$ cat src/rtl/alu_pkg.sv
// rtl/alu_pkg.sv - shared ALU result encodings, flag indices and entry type
package alu_pkg;

    localparam logic [1:0] OSEL_ADD   = 2'b00;
    localparam logic [1:0] OSEL_SHIFT = 2'b01;
    localparam logic [1:0] OSEL_LOGIC = 2'b10;

    localparam int FLAG_N = 3;
    localparam int FLAG_Z = 2;
    localparam int FLAG_C = 1;
    localparam int FLAG_V = 0;

    localparam int ALU_WIDTH = 8;

    typedef struct packed {
        logic [ALU_WIDTH-1:0] y;
        logic                 n;
        logic                 z;
        logic                 c;
        logic                 v;
        logic [1:0]           osel;
    } alu_entry_t;

    function automatic logic [3:0] pack_flags(input logic n, input logic z,
                                              input logic c, input logic v);
        logic [3:0] f;
        f         = '0;
        f[FLAG_N] = n;
        f[FLAG_Z] = z;
        f[FLAG_C] = c;
        f[FLAG_V] = v;
        return f;
    endfunction

endpackage

$ cat src/rtl/alu_result_buffer_if.sv
// rtl/alu_result_buffer_if.sv - producer/consumer bus of the ALU result buffer
interface alu_result_buffer_if #(
    parameter int WIDTH = 8,
    parameter int DEPTH = 2
);
    logic                       IN_VALID;
    logic                       IN_READY;
    logic [WIDTH-1:0]           IN_Y;
    logic                       IN_C;
    logic                       IN_V;
    logic [1:0]                 IN_OSEL;
    logic                       OUT_VALID;
    logic                       OUT_READY;
    logic [WIDTH-1:0]           OUT_Y;
    logic [3:0]                 OUT_FLAGS;
    logic [1:0]                 OUT_OSEL;
    logic [3:0]                 STATUS;
    logic                       V_STICKY;
    logic                       CLR_STICKY;
    logic [$clog2(DEPTH):0]     COUNT;

    modport master (
        output IN_VALID, IN_Y, IN_C, IN_V, IN_OSEL, OUT_READY, CLR_STICKY,
        input  IN_READY, OUT_VALID, OUT_Y, OUT_FLAGS, OUT_OSEL, STATUS, V_STICKY, COUNT
    );

    modport slave (
        input  IN_VALID, IN_Y, IN_C, IN_V, IN_OSEL, OUT_READY, CLR_STICKY,
        output IN_READY, OUT_VALID, OUT_Y, OUT_FLAGS, OUT_OSEL, STATUS, V_STICKY, COUNT
    );
endinterface

$ cat src/rtl/alu_fifo_core.sv
// rtl/alu_fifo_core.sv - generic DEPTH-entry FIFO with registered-count ready/valid
module alu_fifo_core #(
    parameter int DEPTH = 2,
    parameter int DW    = 14,
    localparam int AW   = $clog2(DEPTH),
    localparam int CW   = AW + 1
) (
    input  logic          clk,
    input  logic          rst,
    input  logic          push_valid,
    output logic          push_ready,
    input  logic [DW-1:0] push_data,
    output logic          pop_valid,
    input  logic          pop_ready,
    output logic [DW-1:0] pop_data,
    output logic [CW-1:0] count
);
    localparam logic [CW-1:0] FULL = CW'(DEPTH);

    logic [DW-1:0] mem_q [DEPTH];
    logic [DW-1:0] mem_d [DEPTH];
    logic [AW-1:0] wp_q, wp_d, rp_q, rp_d;
    logic [CW-1:0] count_q, count_d;
    logic          push, pop;

    // Ready/valid come only from the registered count: no OUT_READY -> IN_READY path.
    assign push_ready = (count_q != FULL);
    assign pop_valid  = (count_q != '0);
    assign push       = push_valid & push_ready;
    assign pop        = pop_valid & pop_ready;
    assign pop_data   = pop_valid ? mem_q[rp_q] : '0;
    assign count      = count_q;

    always_comb begin
        mem_d   = mem_q;
        wp_d    = wp_q;
        rp_d    = rp_q;
        count_d = count_q;
        if (push) begin
            mem_d[wp_q] = push_data;
            wp_d        = wp_q + AW'(1);
        end
        if (pop) begin
            rp_d = rp_q + AW'(1);
        end
        if (push && !pop) begin
            count_d = count_q + CW'(1);
        end else if (pop && !push) begin
            count_d = count_q - CW'(1);
        end
    end

    always_ff @(posedge clk or posedge rst) begin
        if (rst) begin
            mem_q   <= '{default: '0};
            wp_q    <= '0;
            rp_q    <= '0;
            count_q <= '0;
        end else begin
            mem_q   <= mem_d;
            wp_q    <= wp_d;
            rp_q    <= rp_d;
            count_q <= count_d;
        end
    end

    assert property (@(posedge clk) disable iff (rst) count_q <= FULL);

endmodule

$ cat src/rtl/alu_result_buffer.sv
// rtl/alu_result_buffer.sv - captures ALU results, derives N/Z, keeps STATUS and sticky V
module alu_result_buffer #(
    parameter int WIDTH = 8,
    parameter int DEPTH = 2
) (
    input  logic              CLK,
    input  logic              RST,
    alu_result_buffer_if.slave bus
);
    import alu_pkg::*;

    typedef struct packed {
        logic [WIDTH-1:0] y;
        logic             n;
        logic             z;
        logic             c;
        logic             v;
        logic [1:0]       osel;
    } entry_t;

    entry_t     wr_entry;
    entry_t     rd_entry;
    logic       in_ready;
    logic       out_valid;
    logic       push;
    logic [3:0] status_q, status_d;
    logic       v_sticky_q, v_sticky_d;

    // C and V pass through untouched regardless of op class.
    always_comb begin
        wr_entry.y    = bus.IN_Y;
        wr_entry.n    = bus.IN_Y[WIDTH-1];
        wr_entry.z    = (bus.IN_Y == '0);
        wr_entry.c    = bus.IN_C;
        wr_entry.v    = bus.IN_V;
        wr_entry.osel = bus.IN_OSEL;
    end

    alu_fifo_core #(
        .DEPTH (DEPTH),
        .DW    ($bits(entry_t))
    ) u_fifo (
        .clk        (CLK),
        .rst        (RST),
        .push_valid (bus.IN_VALID),
        .push_ready (in_ready),
        .push_data  (wr_entry),
        .pop_valid  (out_valid),
        .pop_ready  (bus.OUT_READY),
        .pop_data   (rd_entry),
        .count      (bus.COUNT)
    );

    assign push = bus.IN_VALID & in_ready;

    always_comb begin
        status_d   = push ? pack_flags(wr_entry.n, wr_entry.z, wr_entry.c, wr_entry.v) : status_q;
        v_sticky_d = (v_sticky_q & ~bus.CLR_STICKY) | (push & bus.IN_V);
    end

    always_ff @(posedge CLK or posedge RST) begin
        if (RST) begin
            status_q   <= '0;
            v_sticky_q <= 1'b0;
        end else begin
            status_q   <= status_d;
            v_sticky_q <= v_sticky_d;
        end
    end

    assign bus.IN_READY  = in_ready;
    assign bus.OUT_VALID = out_valid;
    assign bus.OUT_Y     = rd_entry.y;
    assign bus.OUT_FLAGS = pack_flags(rd_entry.n, rd_entry.z, rd_entry.c, rd_entry.v);
    assign bus.OUT_OSEL  = rd_entry.osel;
    assign bus.STATUS    = status_q;
    assign bus.V_STICKY  = v_sticky_q;

endmodule

$ cat src/flat_wrapper.sv
// flat-port wrapper written by rule: the top's interface ports become plain ports
module alu_result_buffer_flat import alu_pkg::*;
#(
    parameter int WIDTH = 8,
    parameter int DEPTH = 2
)
  (CLK, RST, bus_IN_VALID, bus_IN_Y, bus_IN_C, bus_IN_V, bus_IN_OSEL, bus_OUT_READY, bus_CLR_STICKY, bus_IN_READY, bus_OUT_VALID, bus_OUT_Y, bus_OUT_FLAGS, bus_OUT_OSEL, bus_STATUS, bus_V_STICKY, bus_COUNT);
  alu_result_buffer_if #(.WIDTH(WIDTH), .DEPTH(DEPTH)) bus_i ();
  input  logic CLK;
  input  logic RST;
  input wire logic [$bits(bus_i.IN_VALID)-1:0] bus_IN_VALID;
  input wire logic [$bits(bus_i.IN_Y)-1:0] bus_IN_Y;
  input wire logic [$bits(bus_i.IN_C)-1:0] bus_IN_C;
  input wire logic [$bits(bus_i.IN_V)-1:0] bus_IN_V;
  input wire logic [$bits(bus_i.IN_OSEL)-1:0] bus_IN_OSEL;
  input wire logic [$bits(bus_i.OUT_READY)-1:0] bus_OUT_READY;
  input wire logic [$bits(bus_i.CLR_STICKY)-1:0] bus_CLR_STICKY;
  output wire logic [$bits(bus_i.IN_READY)-1:0] bus_IN_READY;
  output wire logic [$bits(bus_i.OUT_VALID)-1:0] bus_OUT_VALID;
  output wire logic [$bits(bus_i.OUT_Y)-1:0] bus_OUT_Y;
  output wire logic [$bits(bus_i.OUT_FLAGS)-1:0] bus_OUT_FLAGS;
  output wire logic [$bits(bus_i.OUT_OSEL)-1:0] bus_OUT_OSEL;
  output wire logic [$bits(bus_i.STATUS)-1:0] bus_STATUS;
  output wire logic [$bits(bus_i.V_STICKY)-1:0] bus_V_STICKY;
  output wire logic [$bits(bus_i.COUNT)-1:0] bus_COUNT;
  assign bus_i.IN_VALID = bus_IN_VALID;
  assign bus_i.IN_Y = bus_IN_Y;
  assign bus_i.IN_C = bus_IN_C;
  assign bus_i.IN_V = bus_IN_V;
  assign bus_i.IN_OSEL = bus_IN_OSEL;
  assign bus_i.OUT_READY = bus_OUT_READY;
  assign bus_i.CLR_STICKY = bus_CLR_STICKY;
  assign bus_IN_READY = bus_i.IN_READY;
  assign bus_OUT_VALID = bus_i.OUT_VALID;
  assign bus_OUT_Y = bus_i.OUT_Y;
  assign bus_OUT_FLAGS = bus_i.OUT_FLAGS;
  assign bus_OUT_OSEL = bus_i.OUT_OSEL;
  assign bus_STATUS = bus_i.STATUS;
  assign bus_V_STICKY = bus_i.V_STICKY;
  assign bus_COUNT = bus_i.COUNT;
  alu_result_buffer #(.WIDTH(WIDTH), .DEPTH(DEPTH)) u_core (.CLK(CLK), .RST(RST), .bus(bus_i));
endmodule
$ cat config.mk
export PLATFORM = sky130hd
export DESIGN_NAME = alu_result_buffer_flat
export DESIGN_NICKNAME = d
export VERILOG_FILES = /design/src/rtl/alu_pkg.sv /design/src/rtl/alu_result_buffer_if.sv /design/src/rtl/alu_fifo_core.sv /design/src/rtl/alu_result_buffer.sv /design/src/flat_wrapper.sv
export SDC_FILE = /design/constraint.sdc
export NUM_CORES = 1
export LEC_CHECK = 0
export ABC_AREA = 1
export BUFFER_PORTS_ARGS = -buffer_cell sky130_fd_sc_hd__buf_2
export CORE_MARGIN = 10
export CORE_UTILIZATION = 40
export DETAILED_ROUTE_END_ITERATION = 16
export GPL_TIMING_DRIVEN = 0
export SETUP_SLACK_MARGIN = 0.2
export SLEW_MARGIN = 30
export SYNTH_ARGS = -nofsm -noshare
export SYNTH_HDL_FRONTEND = slang
export SYNTH_HIERARCHICAL = 1
export SYNTH_SLANG_ARGS = --single-unit
$ cat constraint.sdc
create_clock -name CLK -period 2.3 [get_ports CLK]
set_input_delay 0.115 -clock CLK [delete_from_list [all_inputs] [get_ports CLK]]
set_output_delay 0.115 -clock CLK [all_outputs]
set_load 0.005 [all_outputs]
==> reports/metrics.yaml <==
yosysTopAreaCellShare_pct: 51.39
nNetsFinal: 295
start_kind: "flip-flop"
critical_path_class: "reg -> out"
yosysTopAreaCell: "dfrtp_1"
io_buffers: 39
critPathMaxFanout: 10
p_leak_nw: 1.214
grt_max_degree: 33
stdcell_count: 330
worst_pin_slew_ps: 680.1
wl_mm: 5.072
sequentialPowerShare_pct: 35.0
design_area_mm2: 0.002206
ff2ff_setup_slack_ps: 610
status: "finished, final reports clean"
firstDrtPassIters: 6
power-per-cell-area_mw_per_mm2: 1403
fin_skew_ps: 4.063
cts_buffers: 5
power.internal_mw: 1.854
clock-sinks: 37
n_antenna_cell: 0
cp.arrival_ps: 1710
setup.worst_path.start: "u_core/u_fifo/rp_q"
grt_pass1_vias: 1885
grt.total_usage_pct: 14.72
initial_core_util_pct: 41.38
clockBufferDepth: 2
min_period_over_period_pct: 79.28
crit_path_end_kind: "output pin"
dpl_cell_area_mm2: 0.002062
ys_seq_area_share_pct: 51.39
timing.fmax_mhz: 548.4
io_pins: 40
yosysWarnings: 6
synth_nets: 248
clkSlewWorstSetupHoldPaths_ps: 80
vias: 1698
dp.cells: 321
slew-limit-headroom_pct: 54.59
worstPathRequired_ps: 2180
min_path_type: "in -> reg"
worstHoldPathCells: 2
final.min_clock_period_ps: 1823
max_cap_viol_count: 0
drt-initial-drc-count: 168
switchingPower_mw: 1.240
rsz0062_at_grt: "false"
combPwrFrac_pct: 43.1
place_congestion: 0.7860
hold_viol: 0
dieArea_mm2: 0.007589
rr_worst_depth: 8
synth-seq-cells: 37
drive_gt1_share_pct: 24.46
hp-start: "bus_CLR_STICKY"
post-dp-hpwl_mm: 3.652
tritoncts: "built"
post_synth_instance_area_mm2: 0.001802
rr_endpoint: "u_core/u_fifo/count[1]"
final.setup.tns_ps: 0
antenna_found_initial: 0
drcViolationCount: 0
reg2reg_from: "u_core/u_fifo/count[0]"
vdd_drop_max_mv: 0.4921
setup_viol: 0
slew_viol_final: 0
core_area_mm2: 0.004354
swShare_pct: 40.08
area_delta_synth_final_pct: 22.43
grt_first_pass_wirelength_mm: 8.838
wire_per_inst_um: 15.37
p_clk_share_pct: 21.9
die_x_um: 87.12
rows: 24
p_total_mw: 3.094
synth_cells: 230
cts-root-buf: "clkbuf_8"
synth_area_leaders: "dfrtp_1 (51%), nand2_1 (22%), nand4_1 (10%)"
hold_path_end: "u_core/bus.V_STICKY"
synthDistinctLibCells: 19
finalCoreUtilization_pct: 50.66
detail-route-antenna-nets: 0
globalRouteOverflowTotal: 0
avgSynthCellArea_um2: 7.834
dieHeight_um: 87.12
via_per_inst: 5.145
htree_levels: 2
clock_latency_ps: 300
[through the flow]
stage / hold slack (ps) / worst slack [ps]
finish: 9.017 / 476.7
detailed placement: 38.83 / 641.2
floorplan: -106.5 / 805.2
CTS: 5.775 / 500.1
global route: 18.67 / 354.2
global placement: 26.36 / 663.8
[registers in the layout, indices dropped and copies added, names as in the netlist]
register and cells:
u_core/u_fifo/mem_q 28, u_core/bus.STATUS 4, u_core/u_fifo/count 2, u_core/bus.V_STICKY 1, u_core/u_fifo/rp_q 1, u_core/u_fifo/wp_q 1
[cell families (layout without fill, tap and decap cells)]
group | after synthesis | count (layout) | share of synthesized area, %
AO/OA/AOI/OAI | 16 | 16 | 4.514
AND/OR/NAND/NOR | 147 | 147 | 35.90
flip-flops | 37 | 37 | 51.39
adder cells (fa/ha/maj) | 1 | 1 | 0.6943
XOR/XNOR | 1 | 1 | 0.4862
buffers and inverters | 28 | 76 | 7.014
[what timing repair did]
action	in CTS	in global routing
hold buffers	1	0
gates resized for setup	0	0
endpoints found under the hold margin	37	0
buffers inserted	0	0
setup endpoints to repair	0	0
[worst max-delay path by stage]
| stage | depth (start not counted) | endpoint |
|---|---|---|
| 2_1_floorplan | 10 | u_core/u_fifo/count[1] |
| 3_3_place_gp | 10 | u_core/u_fifo/count[1] |
| 3_5_place_dp | 8 | u_core/u_fifo/count[1] |
| 4_1_cts | 6 | bus_OUT_Y[6] |
| 5_1_grt | 6 | bus_OUT_Y[6] |
| 6_report | 6 | bus_OUT_Y[6] |
[synthesized netlist by cell type]
| cell type | count |
|---|---|
| a21oi_1 | 14 |
| buf_2 | 10 |
| buf_4 | 2 |
| clkbuf_1 | 2 |
| clkbuf_2 | 1 |
| dfrtp_1 | 37 |
| ha_1 | 1 |
| inv_1 | 11 |
| inv_2 | 2 |
| nand2_1 | 107 |
| nand2_2 | 1 |
| nand3_1 | 2 |
| nand3_2 | 2 |
| nand4_1 | 29 |
| nor2_1 | 4 |
| nor2_2 | 2 |
| o21ai_0 | 1 |
| o22ai_1 | 1 |
| xnor2_1 | 1 |
[worst max-delay path, stage by stage, from the launching register on]
cell and delay, ps:
dfrtp_1 380, clkbuf_2 160, inv_1 190, buf_2 290, nand2_1 80, a21oi_1 160, buf_2 140
[metal layers]
layer	part of all wire (%)	track usage, %	routed length, um
met2	47	24.32	2383
met3	7.5	5.899	381
met4	1.2	5.652	60
met1	44	16.60	2247
met5	0	0	0
[layout make-up]
type                            instances  area [um^2]
Inverter                               13        48.80
Fill cell                             451         2148
Clock inverter                          3        65.06
Clock buffer                            5        68.82
Timing Repair Buffer                   40        205.2
Multi-Input combinational cell        165        749.5
Buffer                                 15        77.57
Sequential cell                        37        925.9
Tap cell                               52        65.06
[placed cells by master (no fill, tap or decap), types with 2 or more instances in the layout]
cell | Yosys | layout
nand2_1 | 107 | 107
buf_2 | 10 | 49
dfrtp_1 | 37 | 37
nand4_1 | 29 | 29
a21oi_1 | 14 | 14
inv_1 | 11 | 10
clkbuf_8 | 0 | 5
nor2_1 | 4 | 4
inv_2 | 2 | 3
bufinv_16 | 0 | 2
nor2_2 | 2 | 2
buf_4 | 2 | 2
nand3_2 | 2 | 2
clkbuf_1 | 2 | 2
nand3_1 | 2 | 2
[power by group through the flow]
stage / sequential (mW) / combinational (mW) / clock, mW
after floorplan: 1.06 / 0.866 / 0
after CTS: 1.08 / 1.35 / 0.690
final: 1.08 / 1.33 / 0.678
after detailed placement: 1.09 / 1.34 / 0
after global placement: 1.09 / 1.32 / 0
after global routing: 1.12 / 1.56 / 0.715
No activity file was read; power rests on OpenSTA's default activity.
